### config.mk
export PLATFORM = sky130hd
export DESIGN_NAME = ibex_fetch_requester
export DESIGN_NICKNAME = d
export VERILOG_FILES = /design/src/rtl/ibex_fetch_pkg.sv /design/src/rtl/ibex_fetch_tag_queue.sv /design/src/rtl/ibex_fetch_requester.sv
export SDC_FILE = /design/constraint.sdc
export NUM_CORES = 1
export LEC_CHECK = 0
export BUFFER_PORTS_ARGS = -buffer_cell sky130_fd_sc_hd__buf_2
export CAP_MARGIN = 10
export CORE_ASPECT_RATIO = 1.25
export CORE_MARGIN = 10
export CORE_UTILIZATION = 35
export DETAILED_ROUTE_END_ITERATION = 6
export PLACE_DENSITY = 0.55
export REMOVE_ABC_BUFFERS = 1
export SLEW_MARGIN = 20
export SYNTH_ARGS = -nofsm -noshare
export SYNTH_HDL_FRONTEND = slang
export SYNTH_SLANG_ARGS = --single-unit
export TNS_END_PERCENT = 5
### constraint.sdc
create_clock -name clk_i -period 6.07 [get_ports clk_i]
set_clock_uncertainty 0.2 [all_clocks]
set_input_delay 0.607 -clock clk_i [delete_from_list [all_inputs] [get_ports clk_i]]
set_output_delay 0.607 -clock clk_i [all_outputs]
set_load 0.01 [all_outputs]
### src/rtl/ibex_fetch_pkg.sv
// Types and constants shared by the fetch requester and its tag queue.
package ibex_fetch_pkg;

   localparam int unsigned FETCH_WORD_BYTES = 4;

   typedef struct packed {
      logic [31:0] addr;
      logic        discard;
   } fetch_tag_t;

   typedef enum logic [1:0] {
      IDLE,
      REQ,
      HALT
   } fetch_req_state_e;

endpackage

### src/rtl/ibex_fetch_tag_queue.sv
// Two-entry in-order queue of fetch tags, one per granted, unanswered bus request.
module ibex_fetch_tag_queue
   import ibex_fetch_pkg::*;
(
   input  logic       clk_i,
   input  logic       rst_i,
   input  logic       push_i,
   input  fetch_tag_t push_tag_i,
   input  logic       pop_i,
   input  logic       discard_all_i,
   output fetch_tag_t head_o,
   output logic [1:0] count_o,
   output logic [1:0] count_next_o
);

   localparam int unsigned DEPTH = 2;

   fetch_tag_t entry_q [DEPTH];
   fetch_tag_t entry_d [DEPTH];
   logic [1:0] count_q, count_d, count_popped;

   // NOTE: every always_comb output gets a default first, so no path can infer a latch.
   always_comb begin
      entry_d      = entry_q;
      count_popped = count_q;
      if (pop_i && (count_q != 2'd0)) begin
         entry_d[0]   = entry_q[1];
         count_popped = count_q - 2'd1;
      end
      count_d = count_popped;
      if (push_i && (count_popped < 2'(DEPTH))) begin
         entry_d[count_popped[0]] = push_tag_i;
         count_d                  = count_popped + 2'd1;
      end
      // A request granted in the same cycle as the flush is marked too.
      if (discard_all_i) begin
         for (int i = 0; i < DEPTH; i++) begin
            entry_d[i].discard = 1'b1;
         end
      end
   end

   // NOTE: tag storage is reset along with the count so head_o is defined out of reset.
   // NOTE: flops use <= so every register samples its pre-edge inputs.
   always_ff @(posedge clk_i or posedge rst_i) begin
      if (rst_i) begin
         count_q <= 2'd0;
         for (int i = 0; i < DEPTH; i++) begin
            entry_q[i] <= '0;
         end
      end else begin
         count_q <= count_d;
         entry_q <= entry_d;
      end
   end

   assign head_o       = entry_q[0];
   assign count_o      = count_q;
   assign count_next_o = count_d;

endmodule

### src/rtl/ibex_fetch_requester.sv
// Write side of the prefetch FIFO: issues word fetches on the instruction bus and
// pushes tagged responses, discarding stale words after a branch.
module ibex_fetch_requester
   import ibex_fetch_pkg::*;
#(
   parameter int unsigned MAX_OUTSTANDING = 2
) (
   input  logic        clk_i,
   input  logic        rst_i,
   input  logic        fetch_en_i,
   input  logic        branch_i,
   input  logic [31:0] branch_addr_i,
   output logic        instr_req_o,
   output logic [31:0] instr_addr_o,
   input  logic        instr_gnt_i,
   input  logic        instr_rvalid_i,
   input  logic [31:0] instr_rdata_i,
   input  logic        instr_err_i,
   output logic        fifo_clear_o,
   output logic        fifo_valid_o,
   output logic [31:0] fifo_addr_o,
   output logic [31:0] fifo_rdata_o,
   input  logic        fifo_ready_i,
   output logic        fetch_err_o,
   output logic [31:0] fetch_err_addr_o
);

   localparam logic [1:0] MAX_CNT = 2'(MAX_OUTSTANDING);

   fetch_req_state_e state_q, state_d;
   logic [31:0]      fetch_addr_q, fetch_addr_d;
   logic [31:0]      pend_addr_q, pend_addr_d;
   logic             pend_valid_q, pend_valid_d;
   logic             halt_q, halt_d;

   fetch_tag_t head_tag, push_tag;
   logic [1:0] count, count_next;
   logic       req_granted, req_stalled, head_live, issue_ok;

   assign req_granted = (state_q == REQ) && instr_gnt_i;
   assign req_stalled = (state_q == REQ) && !instr_gnt_i;

   // A response counts only if it belongs to the current, un-halted stream.
   assign head_live = instr_rvalid_i && (count != 2'd0) && !head_tag.discard
                      && !halt_q && !branch_i;

   assign push_tag.addr    = fetch_addr_q;
   assign push_tag.discard = pend_valid_q || branch_i;

   ibex_fetch_tag_queue u_tag_queue (
      .clk_i         (clk_i),
      .rst_i         (rst_i),
      .push_i        (req_granted),
      .push_tag_i    (push_tag),
      .pop_i         (instr_rvalid_i),
      .discard_all_i (branch_i),
      .head_o        (head_tag),
      .count_o       (count),
      .count_next_o  (count_next)
   );

   always_comb begin
      halt_d       = branch_i ? 1'b0 : (halt_q || (head_live && instr_err_i));
      issue_ok     = fetch_en_i && fifo_ready_i && (count_next < MAX_CNT) && !halt_d;
      fetch_addr_d = fetch_addr_q;
      pend_addr_d  = pend_addr_q;
      pend_valid_d = pend_valid_q;

      // The bus address must not move under an ungranted request, so park the target.
      if (branch_i && req_stalled) begin
         pend_valid_d = 1'b1;
         pend_addr_d  = branch_addr_i;
      end else if (branch_i) begin
         fetch_addr_d = branch_addr_i;
         pend_valid_d = 1'b0;
      end else if (req_granted) begin
         fetch_addr_d = pend_valid_q ? pend_addr_q : fetch_addr_q + 32'(FETCH_WORD_BYTES);
         pend_valid_d = 1'b0;
      end

      state_d = state_q;
      case (state_q)
         REQ: begin
            if (instr_gnt_i) begin
               state_d = issue_ok ? REQ : (halt_d ? HALT : IDLE);
            end
         end
         default: state_d = issue_ok ? REQ : (halt_d ? HALT : IDLE);
      endcase
   end

   always_ff @(posedge clk_i or posedge rst_i) begin
      if (rst_i) begin
         state_q      <= IDLE;
         fetch_addr_q <= 32'd0;
         pend_addr_q  <= 32'd0;
         pend_valid_q <= 1'b0;
         halt_q       <= 1'b0;
      end else begin
         state_q      <= state_d;
         fetch_addr_q <= fetch_addr_d;
         pend_addr_q  <= pend_addr_d;
         pend_valid_q <= pend_valid_d;
         halt_q       <= halt_d;
      end
   end

   assign instr_req_o      = (state_q == REQ);
   assign instr_addr_o     = {fetch_addr_q[31:2], 2'b00};
   assign fifo_clear_o     = branch_i;
   assign fifo_valid_o     = head_live && !instr_err_i;
   assign fifo_addr_o      = fifo_valid_o ? head_tag.addr : 32'd0;
   assign fifo_rdata_o     = fifo_valid_o ? instr_rdata_i : 32'd0;
   assign fetch_err_o      = head_live && instr_err_i;
   assign fetch_err_addr_o = fetch_err_o ? head_tag.addr : 32'd0;

   // A response with nothing outstanding means the bus broke protocol.
   rvalid_needs_request : assert property (@(posedge clk_i) disable iff (rst_i)
      instr_rvalid_i |-> (count != 2'd0));

endmodule

==> impl_metrics.toml <==
[floorplan]
die_w_um = 150
io-pin-count = 204
row_count = 59
core-area_um2 = 20900
die_area_um2 = 27500
die_y_um = 183
start_util_pct = 35.6

[timing]
hold_viol = 0
tns_ns = 0
timing.fmax_ghz = 0.274
slew_viol_final = 0
worst_slew_pin_slew_ns = 0.894
timing.slew.headroom_pct = 40.4
setup-violations-final = 0
rsz0062_at_grt = "false"
layout_min_cycle_time_ns = 3.65
fin_crit_sh_pct = 60.1

[synthesis]
synth_edf_count = 0
yosysWarnings = 0
syn_inst = 779
synth_commonest_cells = "136 x dfrtp_1, 98 x and2_1, 86 x nand2_1, 63 x mux2_2, 57 x nor2_1"
ys_ff_latch = 136
async_reset_ff_share_pct = 100
synth.avg_cell_area_um2 = 9.56
synth_flop_cell = "dfrtp_1"
synthesis.area_um2 = 7440
yosysMostFrequentCell = "dfrtp_1"
ys_top_cells_by_area = "dfrtp_1 46%, mux2_2 9.5%, and2_1 8.2%"
yosysTopAreaCell = "dfrtp_1"
yosysSeqAreaShare_pct = 45.7
synth_top_cell_area_share_pct = 45.7
yosysUniqueCellTypes = 62

[critical_path]
cp_common_cell = "buf_4"
cp_max_fo = 39
max_stage_delay_ns = 0.56
endpoint_kind = "output pin"
ff2ff_path_depth = 7
crit_path_start_kind = "register"
required_ns = 5.26
crit_type = "register to output pin"
cpMaxStageDelayCell = "and4b_1"
rrSetupSlack_ns = 2.73
crit_chain = "inv_1 > ha_1 > nor2b_4 > buf_4 > and4b_1 > buf_4 > and2_1 > buf_2"
r2r_start = "u_tag_queue.count_o[0]"
arrival_ns = 2.84

[grt]
grt_overflow_total = 0
grt_max_degree = 83
grt_pass1_wl_um = 34700
track_usage_pct = 16.0
antenna_found_initial = 0
grt_pass1_vias = 6141

[clock_network]
clk_latency_ns = 0.42
ctsHoldBuffers = 0
clock-sinks = 136
clkTransAtPathRegs_ns = 0.06
cts_tree = "yes"
cts_buffer_depth = 2
numCtsBuffers = 17
post_cts_buffers = 0
cts_resized = 0
cts.root.buffer_cell = "clkbuf_16"
ctsHtreeMaxLevel = 4

[final_layout]
drive_above_1_share_pct = 34.8
n_fill_cell = 2097
syn_to_final_growth_pct = 19.6
utilization_pct = 42.6
n_antenna_cell = 0
nets = 989

[drt]
via_count = 6090
drc = 0
detail-route-antenna-nets = 0
via_per_inst = 5.08
dr.pass1.iters = 6
routed_wl_um = 22000
wl_per_cell_um = 18.3
drtIter0Drc = 453

[place]
hpwl_um = 15100
port_buffers = 201
gp_congestion = 0.796

[pwr]
peakVddDrop_mv = 0.164
p_leak_nw = 4.29
power_density_nw_per_um2 = 426

[job]
cap_violations = 0

[min_path]
min_path_type = "input pin to async pin"

[run_status]
status = "complete, no violations"
[how the worst max path moves through the flow]
stage / startpoint / end / slack (ns) / cells past startpoint
final: u_tag_queue.count_o[0] / fetch_err_addr_o[9] / 2.42 / 8
after global routing: u_tag_queue.count_o[0] / fifo_rdata_o[6] / 2.15 / 9
after CTS: u_tag_queue.count_o[0] / fifo_rdata_o[9] / 2.35 / 9
after global placement: u_tag_queue.count_o[0] / register / 2.74 / 7
after floorplan: u_tag_queue.count_o[0] / fifo_addr_o[0] / 0.59 / 6
after detailed placement: u_tag_queue.count_o[0] / register / 2.65 / 7
[placed cells by master (no fill, tap or decap), drive strengths merged, types with 3 or more instances in the layout]
cell type,count
and3,7
nor3,6
mux2,64
o41ai,8
buf,211
nand4,7
o2bb2ai,4
clkbuf,23
nor4,10
a22oi,10
nor2b,4
nand2,86
inv,8
a22o,13
clkinv,5
a31oi,41
o21ai,45
a21oi,20
dfrtp,136
nor3b,3
and4,6
and2,98
nand3,9
o22ai,3
or3,3
nor2,57
ha,3
a221oi,6
[power breakdown]
group          internal (mW)  leakage (nW)  total, mW  switching, mW
Clock                  0.580         0.263      0.961          0.381
Combinational          0.522          2.33       1.10          0.579
Sequential              1.31          1.70       1.73          0.416
[routing by layer]
layer | share of wire, % | routed length (µm) | vias up | global-route usage, %
met3 | 5.9 | 1310 | 10 | 3.42
met2 | 51 | 11300 | 138 | 27.5
met4 | 0.41 | 90 | 0 | 4.67
met5 | 0 | 0 | - | 0
met1 | 42 | 9340 | 2973 | 19.4
li1 | - | - | 2969 | -
[cells by family (layout without fill, tap and decap cells)]
family,Yosys count,in the layout,synth area share [%]
xor+xnor,1,1,0.118
simple gates,303,303,21.5
mux,65,65,9.82
compound gates,166,166,14.5
other cells,1,2,0.0504
fa+ha+maj,3,3,0.504
flops,136,136,45.7
buf+inv,104,250,7.78
[worst max-delay path: cells and delay by family, from the launching register on]
family                   cells  cell delay [ns]
buffers and inverters        4             0.95
AND/OR/NAND/NOR              3             0.82
adder cells (fa/ha/maj)      1             0.24
flip-flops                   1             0.38
[area by class of cell]
class / count / area (µm²) / share of cell area (%)
tap: 274 / 343 / 3.85
sequential: 136 / 3400 / 38.2
multi-input combinational: 540 / 3500 / 39.3
clock inverter: 8 / 73.8 / 0.829
inverter: 8 / 35.0 / 0.393
clock buffer: 23 / 468 / 5.26
timing repair buffer: 211 / 1080 / 12.1
[per-stage QoR]
stage	instance area (µm²)	total power [mW]	setup WS (ns)	hold slack (ns)	std cells
after floorplan	6900	2.37	0.591	0.259	684
after global placement	8360	2.83	2.74	0.272	1169
after detailed placement	8360	2.87	2.65	0.287	1169
after CTS	8900	3.84	2.35	0.164	1200
after global routing	8900	4.09	2.15	0.180	1200
final	8900	3.79	2.42	0.0985	1200
(Power assumes the default switching activity.)
